==> config.mk <==
export PLATFORM = sky130hd
export DESIGN_NAME = colocador_barcos
export DESIGN_NICKNAME = d
export VERILOG_FILES = /design/src/rtl/barcos_pkg.sv /design/src/rtl/huella_barco.sv /design/src/rtl/colocador_barcos.sv
export SDC_FILE = /design/constraint.sdc
export NUM_CORES = 1
export LEC_CHECK = 0
export ABC_AREA = 1
export BUFFER_PORTS_ARGS = -buffer_cell sky130_fd_sc_hd__buf_2
export CORE_ASPECT_RATIO = 0.5
export CORE_MARGIN = 8
export CORE_UTILIZATION = 48
export DETAILED_ROUTE_END_ITERATION = 8
export GPL_TIMING_DRIVEN = 0
export PLACE_DENSITY = 0.67
export SETUP_SLACK_MARGIN = 0.5
export SYNTH_ARGS = -nofsm -noshare
export SYNTH_HDL_FRONTEND = slang
export SYNTH_SLANG_ARGS = --single-unit
==> constraint.sdc <==
create_clock -name clk -period 4.6 [get_ports clk]
set_input_delay 0.46 -clock clk [delete_from_list [all_inputs] [get_ports clk]]
set_output_delay 0.46 -clock clk [all_outputs]
set_load 0.01 [all_outputs]
==> src/rtl/barcos_pkg.sv <==
// Shared types and helpers for the ship placement block: FSM states,
// default board/fleet sizes and the row-major cell index.
package barcos_pkg;

  localparam int MAX_BARCOS_DEF = 5;
  localparam int GRID_DEF       = 5;

  typedef enum logic [2:0] {
    IDLE   = 3'd0,
    LOAD   = 3'd1,
    PLACE  = 3'd2,
    CHECK  = 3'd3,
    COMMIT = 3'd4,
    DONE   = 3'd5
  } estado_t;

  // Occupancy bit index of a cell; bit = row*grid + col.
  function automatic int cell_idx(input int row, input int col, input int grid);
    return row * grid + col;
  endfunction

endpackage

==> src/rtl/huella_barco.sv <==
// Footprint of a ship: len cells from (row,col) along the orientation,
// as an occupancy-style mask plus a flag saying every cell is on the board.
module huella_barco
  import barcos_pkg::*;
#(
  parameter int GRID       = GRID_DEF,
  parameter int MAX_BARCOS = MAX_BARCOS_DEF
) (
  input  logic [$clog2(GRID)-1:0] row,
  input  logic [$clog2(GRID)-1:0] col,
  input  logic [2:0]              len,
  input  logic                    vertical,
  output logic [GRID*GRID-1:0]    mask,
  output logic                    in_bounds
);

  int r;
  int c;

  always_comb begin
    mask      = '0;
    in_bounds = 1'b1;
    r         = 0;
    c         = 0;
    for (int i = 0; i < MAX_BARCOS; i++) begin
      if (i < int'(len)) begin
        r = int'(row) + (vertical ? i : 0);
        c = int'(col) + (vertical ? 0 : i);
        // Off-board cells are dropped from the mask and flagged instead.
        if (r >= GRID || c >= GRID) in_bounds = 1'b0;
        else mask[cell_idx(r, c, GRID)] = 1'b1;
      end
    end
  end

endmodule

==> src/rtl/colocador_barcos.sv <==
// Sequences placement of the player's fleet, largest ship first, and keeps
// the committed occupancy bitmap. Buttons are one-cycle pulses, at most one acted on per cycle.
module colocador_barcos
  import barcos_pkg::*;
#(
  parameter int MAX_BARCOS = MAX_BARCOS_DEF,
  parameter int GRID       = GRID_DEF
) (
  input  logic                    clk,
  input  logic                    rst,
  input  logic [2:0]              num_barcos,
  input  logic                    start,
  input  logic                    btn_up,
  input  logic                    btn_down,
  input  logic                    btn_left,
  input  logic                    btn_right,
  input  logic                    btn_rot,
  input  logic                    btn_ok,
  output logic [$clog2(GRID)-1:0] cur_row,
  output logic [$clog2(GRID)-1:0] cur_col,
  output logic                    vertical,
  output logic [2:0]              ship_len,
  output logic [2:0]              ships_left,
  output logic [GRID*GRID-1:0]    occupancy,
  output logic                    place_error,
  output logic                    done,
  output logic [2:0]              dbg_state
);

  localparam int CW = $clog2(GRID);
  localparam logic [CW-1:0] LAST = CW'(GRID - 1);

  estado_t              state;
  logic [GRID*GRID-1:0] footprint;
  logic                 fits;
  logic [2:0]           n_clamp;

  assign dbg_state = state;

  huella_barco #(
    .GRID       (GRID),
    .MAX_BARCOS (MAX_BARCOS)
  ) u_huella (
    .row       (cur_row),
    .col       (cur_col),
    .len       (ship_len),
    .vertical  (vertical),
    .mask      (footprint),
    .in_bounds (fits)
  );

  always_comb begin
    n_clamp = num_barcos;
    if (num_barcos == 3'd0) n_clamp = 3'd1;
    else if (int'(num_barcos) > MAX_BARCOS) n_clamp = 3'(MAX_BARCOS);
  end

  always_ff @(posedge clk) begin
    if (rst) begin
      state       <= IDLE;
      cur_row     <= '0;
      cur_col     <= '0;
      vertical    <= 1'b0;
      ship_len    <= 3'd0;
      ships_left  <= 3'd0;
      occupancy   <= '0;
      place_error <= 1'b0;
      done        <= 1'b0;
    end else begin
      place_error <= 1'b0;
      case (state)
        IDLE: if (start) state <= LOAD;
        LOAD: begin
          ships_left <= n_clamp;
          ship_len   <= n_clamp;
          cur_row    <= '0;
          cur_col    <= '0;
          vertical   <= 1'b0;
          state      <= PLACE;
        end
        PLACE: begin
          // Fixed priority: ok > rot > up > down > left > right; moves saturate.
          if (btn_ok) state <= CHECK;
          else if (btn_rot) vertical <= ~vertical;
          else if (btn_up) begin
            if (cur_row != '0) cur_row <= cur_row - CW'(1);
          end else if (btn_down) begin
            if (cur_row != LAST) cur_row <= cur_row + CW'(1);
          end else if (btn_left) begin
            if (cur_col != '0) cur_col <= cur_col - CW'(1);
          end else if (btn_right) begin
            if (cur_col != LAST) cur_col <= cur_col + CW'(1);
          end
        end
        CHECK: begin
          if (!fits || (footprint & occupancy) != '0) begin
            place_error <= 1'b1;
            state       <= PLACE;
          end else begin
            state <= COMMIT;
          end
        end
        COMMIT: begin
          occupancy  <= occupancy | footprint;
          ships_left <= ships_left - 3'd1;
          ship_len   <= ship_len - 3'd1;
          cur_row    <= '0;
          cur_col    <= '0;
          vertical   <= 1'b0;
          if (ships_left == 3'd1) begin
            done  <= 1'b1;
            state <= DONE;
          end else begin
            state <= PLACE;
          end
        end
        DONE: begin
          done     <= 1'b1;
          ship_len <= 3'd0;
        end
        default: state <= IDLE;
      endcase
    end
  end

endmodule

==> results.yml <==
clock_network:
  clock_sinks: 43
  cts_tree: "yes"
  cts_root_buf: "clkbuf_16"
  clockBufferDepth: 2
  clk_latency_ns: 0.30
  clkSlewWorstSetupHoldPaths_ns: 0.07
  cts_buffers: 5
  cts.htree.levels: 2
sta:
  rsz0062_at_grt: "no"
  fmax_mhz: 248
  worst_pin_slew_ns: 0.708
  hold_viol_final: 0
  fin_setup_tns_ns: 0
  fin_skew_ns: 0.00714
  slew_headroom_pct: 52.6
  setup_viol: 0
  layout_setup_ws_ns: 0.563
  fin_crit_ns: 4.04
  slew_violations: 0
  fin_crit_sh_pct: 87.8
setup_path:
  crit_path_end_kind: "flop"
  rr_worst_depth: 25
  slowest_delay_ns: 0.50
  r2r-start: "vertical"
  cpMostUsedCell: "nand2_1"
  ff2ff_setup_slack_ns: 0.56
  cp-startpoint: "vertical"
  critPathLaunchType: "flop"
  crit_path_end: "dbg_state[2]"
  worstPathRequired_ns: 4.85
  cp_slowest_cell: "fa_1"
  r2r-end: "dbg_state[2]"
  critPathArrivalTime_ns: 4.28
  worstPathMaxFanout: 8
  critical_path_class: "flop to flop"
  cp_top_family: "adder cells"
  cp_num_buf_inv: 5
  crit_cells: 25
floorplan:
  initial_core_util_pct: 49.4
  die_y_um: 91.3
  die-area_um2: 15200
  die_x_um: 167
  io_pins: 55
  num_rows: 27
  core_area_um2: 11000
finish:
  final_nets: 1053
  diodes: 0
  finalInstanceArea_um2: 6530
  area_growth_pct: 19.9
  fin_util_pct: 59.3
  drive_gt1_share_pct: 20.7
yosys:
  synth_most_common_cell: "nand2_1"
  yosysUniqueCellTypes: 42
  synth_top_area_cell: "nand2_1"
  synth_top_family_by_area: "simple AND/OR/NAND/NOR gates"
  synth.yosys.warnings: 0
  syn_area_um2: 5440
  synth_top_area_share_pct: 16.0
  avgSynthCellArea_um2: 6.12
  ys.flop_type: "dfxtp_1"
  ys_ff_latch: 43
  synthAdderAreaFrac_pct: 18.2
  yosys.area_share.simple_pct: 40.0
  synth_xor_area_share_pct: 1.61
  synth_common_cells: "nand2_1 (232), inv_1 (123), nand3_1 (114)"
  ys_top_cells_by_area: "nand2_1 (16%), dfxtp_1 (16%), ha_1 (13%)"
  synthCells: 890
  synth.area.mux_share_pct: 0
  seq_area_frac_synth_pct: 15.8
  syn-num-nets: 973
  synth_edf_count: 0
  synth_compound_gate_area_share_pct: 13.5
  synthArstFlopShare_pct: 0
route:
  drc_errors: 0
  dr.pass1.iters: 5
  vias: 6123
  antenna_left: 0
  via_per_inst: 5.49
  wirelength_um: 18200
  drtIter0Drc: 539
  wl_per_cell_um: 16.3
global_route:
  grt_max_degree: 14
  antenna_found_initial: 0
  grt_overflow: 0
  grt_pass1_wl_um: 28500
  grt_pass1_vias: 5440
  track_usage_pct: 22.7
run_status:
  outcome: "complete, no violations"
flow_run:
  maxCapViolCount: 0
placed_design:
  place_ws_ns: -0.0878
  dp_hpwl_um: 14300
  dpl-instance-area_um2: 5900
  port-buffer-count: 54
  gp_congestion: 0.879
hold_path:
  hold_path.class: "flop to flop"
[worst min-delay path by stage]
stage | startpoint | end | cells after the start
2_1_floorplan | occupancy[10] | occupancy[10] | 2
3_3_place_gp | occupancy[10] | occupancy[10] | 2
3_5_place_dp | occupancy[23] | occupancy[23] | 2
4_1_cts | occupancy[23] | occupancy[23] | 2
5_1_grt | occupancy[23] | occupancy[23] | 2
6_report | occupancy[4] | occupancy[4] | 2
[timing repair]
item,in CTS,in global routing
cloned,0,2
hold buffers,0,0
resized for setup,20,70
buffers inserted,5,12
pin swaps,1,28
endpoints found under the setup margin,17,4
[cell families (layout without fill, tap and decap cells)]
kind of cell | after synthesis | after routing
compound gates | 133 | 133
xor+xnor | 10 | 10
fa+ha+maj | 71 | 71
buf+inv | 144 | 225
flops | 43 | 43
simple gates | 489 | 489
[worst reg2reg max path: stages (launching register included)]
cell and delay, ns:
dfxtp_4 0.39, ha_4 0.19, fa_2 0.36, inv_1 0.09, nand2_2 0.07, nand2_2 0.07, inv_2 0.05, ha_4 0.15
fa_1 0.50, ha_4 0.35, a21oi_4 0.08, buf_4 0.14, o211ai_2 0.21, nor2_4 0.11, buf_6 0.15, nand3_1 0.07
nand2_1 0.08, o21ai_1 0.13, nand2_1 0.11, nor2_1 0.12, nand2_1 0.09, nor2_4 0.17, nand3_2 0.12, nand3_2 0.08
nand2_1 0.05, inv_1 0.05
[flip-flops by register name (all words and copies together) (netlist names)]
| name | flops |
|---|---|
| cur_col | 3 |
| cur_row | 3 |
| dbg_state | 3 |
| done | 1 |
| occupancy | 25 |
| place_error | 1 |
| ship_len | 3 |
| ships_left | 3 |
| vertical | 1 |
[placed cells by master (no fill, tap or decap), drive strengths merged, types with 2 or more instances in the layout]
cell,Yosys,routed
nor3,7,7
buf,7,80
inv,130,129
or2,3,3
clkinvlp,0,2
a221oi,2,2
o21ai,61,61
a21oi,55,55
dfxtp,43,43
fa,14,14
nand2,239,239
nand4,12,12
nand3,117,117
a211oi,4,4
xnor2,5,5
o21bai,2,2
nand3b,7,7
nor2,103,103
ha,57,57
clkbuf,7,13
xor2,5,5
o211ai,2,2
[cell type report]
cell class                 instances  area [µm²]
buffer                            14        98.8
clock buffer                       6         129
clock inverter                     2        12.5
fill                            1087        4480
inverter                         130         492
multi-input combinational        703        4320
sequential                        43         878
tap                              145         181
timing repair buffer              73         413
[routing by layer]
| metal | GRT usage (%) | vias to the layer above | routed length [µm] |
|---|---|---|---|
| met5 | 0 | - | 0 |
| met4 | 3.20 | 0 | 150 |
| met3 | 4.40 | 13 | 1440 |
| met2 | 33.3 | 259 | 7480 |
| met1 | 34.1 | 2786 | 9100 |
| li1 | - | 3065 | - |
[through the flow]
stage	std cells	hold slack [ns]
after detailed placement	1089	0.455
final	1116	0.464
after global routing	1116	0.485
after global placement	1089	0.452
after floorplan	890	0.482
after CTS	1102	0.464
Power is left out: the tool's default activity adds up to more than one toggle a clock period on the data nets, which glitch-free logic cannot reach.
